**src/rtl/lfsr_prng_pkg.sv**
```systemverilog
// Shared definitions for the LFSR pseudo-random source: word assembly mode
// encoding and the Fibonacci feedback (parity of tapped state bits).
package lfsr_prng_pkg;

   localparam int MAX_WIDTH = 64;

   typedef enum logic {
      MODE_PAR = 1'b0,
      MODE_SER = 1'b1
   } mode_e;

   function automatic logic lfsr_feedback(input logic [MAX_WIDTH-1:0] state,
                                          input logic [MAX_WIDTH-1:0] poly);
      return ^(state & poly);
   endfunction

endpackage

```
**src/rtl/lfsr_prng_core.sv**
```systemverilog
// Fibonacci LFSR register with seed load and automatic recovery from the
// all-zero lock-up state (sticky lockup_err until the next seed load).
module lfsr_core
   import lfsr_prng_pkg::*;
#(
   parameter int               WIDTH        = 16,
   parameter logic [WIDTH-1:0] POLY         = 16'hD008,
   parameter logic [WIDTH-1:0] SEED_DEFAULT = '1
) (
   input  logic             clk,
   input  logic             rst_n,
   input  logic             step,
   input  logic             load,
   input  logic [WIDTH-1:0] load_value,
   output logic [WIDTH-1:0] state,
   output logic             fb,
   output logic             zero,
   output logic             lockup_err
);

   assign fb   = lfsr_feedback(MAX_WIDTH'(state), MAX_WIDTH'(POLY));
   assign zero = (state == '0);

   // Seed load beats lock-up recovery, which beats a normal shift step.
   always_ff @(posedge clk or negedge rst_n) begin
      if (!rst_n) begin
         state      <= SEED_DEFAULT;
         lockup_err <= 1'b0;
      end else if (load) begin
         state      <= (load_value == '0) ? SEED_DEFAULT : load_value;
         lockup_err <= 1'b0;
      end else if (zero) begin
         state      <= SEED_DEFAULT;
         lockup_err <= 1'b1;
      end else if (step) begin
         state <= {state[WIDTH-2:0], fb};
      end
   end

endmodule

```
**src/rtl/lfsr_prng.sv**
```systemverilog
// Pseudo-random word source: LFSR core plus parallel/serial word assembly,
// a one-entry valid/ready output register and an accepted-word counter.
module lfsr_prng
   import lfsr_prng_pkg::*;
#(
   parameter int               WIDTH        = 16,
   parameter logic [WIDTH-1:0] POLY         = 16'hD008,
   parameter int               OUT_W        = 32,
   parameter logic [WIDTH-1:0] SEED_DEFAULT = '1
) (
   input  logic             clk,
   input  logic             rst_n,
   input  logic             en,
   input  logic             mode,
   input  logic             seed_load,
   input  logic [WIDTH-1:0] seed_data,
   output logic             out_valid,
   input  logic             out_ready,
   output logic [OUT_W-1:0] out_data,
   output logic [31:0]      word_count,
   output logic             lockup_err
);

   localparam int               CNT_W    = $clog2(OUT_W + 1);
   localparam logic [CNT_W-1:0] LAST_BIT = CNT_W'(OUT_W - 1);

   logic [WIDTH-1:0] state;
   logic [WIDTH-1:0] state_next;
   logic             fb;
   logic             zero;
   logic             slot_free;
   logic             adv;
   logic             word_done;
   logic [CNT_W-1:0] bit_cnt;
   logic [OUT_W-2:0] shift_reg;
   logic [OUT_W-1:0] ser_word;
   logic [OUT_W-1:0] par_word;
   mode_e            active_mode;
   mode_e            cur_mode;

   lfsr_core #(
      .WIDTH       (WIDTH),
      .POLY        (POLY),
      .SEED_DEFAULT(SEED_DEFAULT)
   ) u_core (
      .clk       (clk),
      .rst_n     (rst_n),
      .step      (adv),
      .load      (seed_load),
      .load_value(seed_data),
      .state     (state),
      .fb        (fb),
      .zero      (zero),
      .lockup_err(lockup_err)
   );

   assign state_next = {state[WIDTH-2:0], fb};
   assign slot_free  = ~out_valid | out_ready;
   assign adv        = en & slot_free & ~seed_load & ~zero;
   assign cur_mode   = (bit_cnt == '0) ? mode_e'(mode) : active_mode;
   assign ser_word   = {shift_reg, fb};
   assign word_done  = adv & ((cur_mode == MODE_PAR) | (bit_cnt == LAST_BIT));

   if (OUT_W > WIDTH) begin : g_zext
      assign par_word = {{(OUT_W - WIDTH){1'b0}}, state_next};
   end else if (OUT_W == WIDTH) begin : g_same
      assign par_word = state_next;
   end else begin : g_trunc
      assign par_word = state_next[OUT_W-1:0];
   end

   // Mode only takes effect on a word boundary; mid-word it is held.
   always_ff @(posedge clk or negedge rst_n) begin
      if (!rst_n) begin
         active_mode <= MODE_PAR;
      end else begin
         active_mode <= cur_mode;
      end
   end

   // Serial assembly: feedback bits enter at the LSB, first bit ends up as MSB.
   always_ff @(posedge clk or negedge rst_n) begin
      if (!rst_n) begin
         bit_cnt   <= '0;
         shift_reg <= '0;
      end else if (seed_load) begin
         bit_cnt   <= '0;
         shift_reg <= '0;
      end else if (adv && cur_mode == MODE_SER) begin
         if (bit_cnt == LAST_BIT) begin
            bit_cnt   <= '0;
            shift_reg <= '0;
         end else begin
            bit_cnt   <= bit_cnt + CNT_W'(1);
            shift_reg <= ser_word[OUT_W-2:0];
         end
      end
   end

   // One-entry output register; a new word may replace one accepted this cycle.
   always_ff @(posedge clk or negedge rst_n) begin
      if (!rst_n) begin
         out_valid <= 1'b0;
         out_data  <= '0;
      end else if (seed_load) begin
         out_valid <= 1'b0;
      end else if (word_done) begin
         out_valid <= 1'b1;
         out_data  <= (cur_mode == MODE_PAR) ? par_word : ser_word;
      end else if (out_ready) begin
         out_valid <= 1'b0;
      end
   end

   // Count every accepted word; a seed load cycle discards rather than accepts.
   always_ff @(posedge clk or negedge rst_n) begin
      if (!rst_n) begin
         word_count <= '0;
      end else if (out_valid && out_ready && !seed_load) begin
         word_count <= word_count + 32'd1;
      end
   end

endmodule
```
**config.mk**
```make
export PLATFORM = sky130hd
export DESIGN_NAME = lfsr_prng
export DESIGN_NICKNAME = d
export VERILOG_FILES = /design/src/rtl/lfsr_prng_pkg.sv /design/src/rtl/lfsr_prng_core.sv /design/src/rtl/lfsr_prng.sv
export SDC_FILE = /design/constraint.sdc
export NUM_CORES = 1
export LEC_CHECK = 0
export CAP_MARGIN = 10
export CORE_ASPECT_RATIO = 1.25
export CORE_MARGIN = 5
export CORE_UTILIZATION = 30
export DETAILED_ROUTE_END_ITERATION = 16
export GPL_TIMING_DRIVEN = 0
export PLACE_DENSITY = 0.57
export SKIP_CTS_REPAIR_TIMING = 1
export SLEW_MARGIN = 40
export SYNTH_ARGS = -nofsm -noshare
export SYNTH_HDL_FRONTEND = slang
export SYNTH_HIERARCHICAL = 1
export SYNTH_SLANG_ARGS = --single-unit
export TNS_END_PERCENT = 5
```
**constraint.sdc**
```tcl
create_clock -name clk -period 3.5 [get_ports clk]
set_input_delay 0.7 -clock clk [delete_from_list [all_inputs] [get_ports clk]]
set_output_delay 0.7 -clock clk [all_outputs]
set_load 0.005 [all_outputs]
```
* Word-level counts from Yosys, hierarchy flattened
Cells that the tools add are included.
** Operators by class
- Bitwise operators :: 10
- Add/sub/neg operators :: 2
- Reductions and logical operators :: 13
- Muxes and demuxes :: 17
- Equal/unequal tests :: 1
** Operators by type and width (number)
- 2-to-1 mux 31 bit :: 3
- 2-to-1 mux 16 bit :: 4
- XOR reduction 64 bit :: 1
- adder 32 x 1 -> 32 bit (second input constant) :: 1
- zero test 16 bit :: 2
- 2-to-1 mux 32 bit :: 1
- 2-to-1 mux 6 bit :: 3
- adder 6 x 1 -> 6 bit (second input constant) :: 1
- == test 6 x 5 -> 1 bit (second input constant) :: 1
- zero test 6 bit :: 1
- 2-to-1 mux 1 bit :: 6
- nonzero test 3 bit :: 2
- AND 1 bit :: 4
- NOT 1 bit :: 4
- nonzero test 2 bit :: 2
- logical AND 1 bit :: 3
- OR 1 bit :: 2
- AND reduction 2 bit :: 1
- zero test 1 bit :: 1
** Word-level totals
- Input bits :: 22
- Flip-flop bits (word level) :: 120
- Output and inout bits :: 66
- Logic and storage cells :: 51

* Longest topological paths before layout
- Word-level depth :: 8
- Depth in mapped cells :: 11
- Mapped depth without buffers :: 9

* Cells and area by module
Netlist, hierarchy kept.
** Modules (own cells, without submodules)
- lfsr_prng :: sequential area each 2577.5 µm², area each 4366.7 µm², instances 1, cells each 335
- lfsr_core :: sequential area each 445.4 µm², area each 979.7 µm², instances 1, cells each 90

* Worst setup path before layout
Ideal clock, no wire load.
- Path kind :: reg2reg
- Start point :: reg u_core.state[14]
- End point :: reg out_data[16]
- Library setup time :: 0.065 ns
- Path buffers :: 2
- Data required time :: 3.435 ns
- Slack :: 1.043 ns
- Stages on the path, launching flop included :: 12
- Arrival :: 2.392 ns
- Clock period less this slack :: 2.457 ns
- Cell sequence :: dfstp_2 > inv_1 > ha_1 > nor4b_1 > and4_1 > nor3b_1 > nand2_1 > a21oi_1 > and2_1 > clkbuf_1 > buf_2 > a22o_1
** On the way
- Longest elaborated chain between the ends :: 5
** Ends and longest elaborated chain
- start, declared :: line lfsr_prng_core.sv:15 : output logic [WIDTH-1:0] state,
- start signal, assigned :: line lfsr_prng_core.sv:30 : state <= (load_value == '0) ? SEED_DEFAULT : load_value;
- start signal, assigned :: line lfsr_prng_core.sv:36 : state <= {state[WIDTH-2:0], fb};
- zero test 16 bit :: line lfsr_prng_core.sv:22 : assign zero = (state == '0);
- net zero :: line lfsr_prng.sv:30 : logic zero;
- NOT 1 bit :: line lfsr_prng.sv:59 : assign adv = en & slot_free & ~seed_load & ~zero;
- AND 1 bit :: line lfsr_prng.sv:59
- AND 1 bit :: line lfsr_prng.sv:62 : assign word_done = adv & ((cur_mode == MODE_PAR) | (bit_cnt == LAST_BIT));
- AND reduction 2 bit (no line)
- end signal, assigned :: line lfsr_prng.sv:109 : out_data <= (cur_mode == MODE_PAR) ? par_word : ser_word;
- end, declared :: line lfsr_prng.sv:19 : output logic [OUT_W-1:0] out_data,
The timed path passes the listed nets, and every way through them passes these cells.
A chain may end at the register's enable or synchronous reset.

* Worst setup path after layout
- Start point :: reg u_core.state[14]
- End point :: reg out_data[17]
Same word-level chain as after synthesis.

==> impl_metrics.py <==
metrics = {
    "worst_setup_path": {
        "critPathRequiredTime_ns": 3.85,
        "critical_path_class": "reg -> reg",
        "rr_worst_depth": 11,
        "end_kind": "register",
        "arrival_ns": 3.31,
        "start_kind": "register",
        "path_max_fanout": 10,
    },
    "sta": {
        "fin_skew_ns": 0.00907,
        "slew_viol_final": 0,
        "setup_viol": 0,
        "rsz0062_at_grt": "no",
        "period_needed_ns": 2.96,
        "relSlewSlack_pct": 57.5,
        "fmax_mhz": 338,
        "worst_slack_ns": 0.543,
        "fin_crit_sh_pct": 84.5,
        "setup-tns-final_ns": 0,
        "worstMarginPinSlew_ns": 0.635,
        "hold_viol": 0,
    },
    "clock_tree": {
        "cts_root_buffer": "clkbuf_16",
        "cts-htree-levels": 4,
        "cts_tree": "yes",
        "numCtsBuffers": 17,
        "cts_sinks": 120,
        "cts.path.max_buffers": 2,
        "clock_latency_ns": 0.42,
        "clkTransAtPathRegs_ns": 0.06,
    },
    "route": {
        "ant_nets": 0,
        "drt_iter0_markers": 149,
        "vias_per_cell": 4.86,
        "drc_errors": 0,
        "routed_wl_um": 12400,
        "firstDrtPassIters": 4,
        "dr_total_vias": 3737,
        "wire_per_inst_um": 16.2,
    },
    "synthesis": {
        "yosysTopAreaCell": "dfrtp_1",
        "synth_enable_flop_cells": 0,
        "synth.yosys.seq_area_share_pct": 56.5,
        "synth_compound_area_share_pct": 15.4,
        "synth_fa_ha_area_share_pct": 0.936,
        "yosys-top-cells-area": "dfrtp_1 49%, a22o_1 8.0%, dfstp_2 7.9%",
        "ys_ff_latch": 120,
        "syn-num-nets": 451,
        "synth-simple-area-share_pct": 10.9,
        "synth_top_area_share_pct": 48.7,
        "yosys_warnings": 6,
        "netlist-cell-type-count": 47,
        "synthMuxAreaShare_pct": 7.56,
        "synthXorXnorAreaFrac_pct": 5.57,
        "netlist_area_sq_um": 5350,
        "synthCells": 425,
        "yosys-top-cells-count": "104 x dfrtp_1, 49 x a22o_1, 32 x nor2_1",
        "async_flop_share_pct": 100,
        "synth_top_family_by_area": "compound AO/OA/AOI/OAI gates",
        "synth_ff_type": "dfrtp_1",
        "synthMostInstantiatedCell": "dfrtp_1",
        "avgSynthCellArea_sq_um": 12.6,
    },
    "power_and_ir_drop": {
        "comb_power_share_pct": 15.4,
        "p_leak_nw": 3.11,
        "pwr-share-seq_pct": 40.9,
        "swShare_pct": 25.4,
        "switchingPower_mw": 1.01,
        "power_density_nw_per_um2": 558,
        "peakVddDrop_mv": 0.351,
        "intPower_mw": 2.97,
        "pwr-share-clk_pct": 43.7,
    },
    "floorplanning": {
        "num_rows": 54,
        "start_util_pct": 30.6,
        "die_x_um": 129,
        "fp.dieH_um": 159,
        "boundaryPins": 88,
        "core_area_sq_um": 17500,
        "die_area_sq_um": 20600,
    },
    "global_routing": {
        "antenna_found_initial": 0,
        "grt_max_degree": 74,
        "globalRouteOverflowTotal": 0,
        "globalRouteTotalUtil_pct": 12.9,
        "grt_pass1_wl_um": 21000,
        "grt_pass1_vias": 4011,
    },
    "cells_and_area": {
        "synthToLayoutAreaGrowth_pct": 33.3,
        "drive_gt1_share_pct": 21.1,
        "antenna_cells": 0,
        "nets": 558,
    },
    "worst_hold_path": {
        "holdCritPathClass": "in -> async",
    },
    "placement": {
        "dp_hpwl_um": 8970,
        "preCtsSetupSlack_ns": 0.187,
        "gp_congestion": 0.779,
        "portBuffers": 87,
    },
    "run": {
        "drv_cap": 0,
    },
    "status": {
        "status": "completed",
    },
}
## worst paths after layout
path | startpoint | to | slack (ns)
min reg2reg | word_count[31]$_DFFE_PN0P_ | word_count[31]$_DFFE_PN0P_ | 0.46
min in group clk | word_count[31]$_DFFE_PN0P_ | word_count[31]$_DFFE_PN0P_ | 0.46
max | u_core/state[14]$_DFFE_PN1P_ | out_data[17]$_DFFE_PN0P_ | 0.54
max reg2reg | u_core/state[14]$_DFFE_PN1P_ | out_data[17]$_DFFE_PN0P_ | 0.54
max in group asynchronous | rst_n | u_core/state[13]$_DFFE_PN1P_ | 2.61
min | rst_n | word_count[7]$_DFFE_PN0P_ | 0.17
## per-layer routing
layer	wire [um]	global-route usage [%]	up-vias
met4	298	5.59	0
met3	556	3.49	25
met2	6040	20.5	91
met5	0	0	-
met1	5550	16.3	1859
li1	-	-	1762
## stage by stage
step	util, %	cell area (sq um)	instances	power, mW	hold WS, ns
global placement	37.1	6500	736	2.26	0.464
global route	40.7	7130	769	4.15	0.193
floorplan	-	5350	425	1.93	0.404
finish	40.7	7130	769	3.98	0.174
detailed placement	37.3	6530	737	2.27	0.457
CTS	40.7	7120	769	4.04	0.175
## cell type report
cell class	instances	area, sq um
multi-input cells	274	2160
clock inverters	13	148
fillers	1643	10400
flip-flops and latches	120	3020
plain buffers	21	124
repair buffers	88	903
inverters	10	42.5
well taps	224	280
clock buffers	19	443
## logic make-up (layout without fill, tap and decap cells)
family / after synthesis / after routing
flops: 120 / 120
simple gates: 110 / 110
compound gates: 93 / 93
xor+xnor: 34 / 34
mux: 33 / 33
buf+inv: 31 / 151
fa+ha+maj: 4 / 4
## placed cells by master, fill, tap and decap left out, types with 6 or more instances in the layout
master and count:
mux2_4 9, o2bb2ai_1 6, a22o_1 49, inv_1 9, a21oi_1 18, nand2_1 18, clkbuf_16 17, dfrtp_1 104
xor2_1 8, clkdlybuf4s50_1 86, clkbuf_1 11, buf_2 8, dfstp_2 16, mux2_2 23, nor2_1 32, nand4_1 10
nand3_1 15, xnor2_1 26, o2bb2ai_2 10
## worst max-delay path, cell delays in order, from the launching register on
cell and delay [ns]:
dfstp_2 0.57, inv_1 0.05, ha_1 0.20, nor4b_1 0.15, and4_1 0.18, nor3b_1 0.32
nand2_1 0.20, a21oi_1 0.32, and2_1 0.17, clkbuf_1 0.27, buf_2 0.28, a22o_1 0.16
## power groups by stage
stage	combinational (mW)	clock (mW)	sequential, mW
after CTS	0.628	1.78	1.63
after global routing	0.669	1.84	1.65
final	0.612	1.74	1.63
after detailed placement	0.622	0	1.65
after floorplan	0.294	0	1.64
after global placement	0.613	0	1.65
No activity file was read; power rests on OpenSTA's default activity.
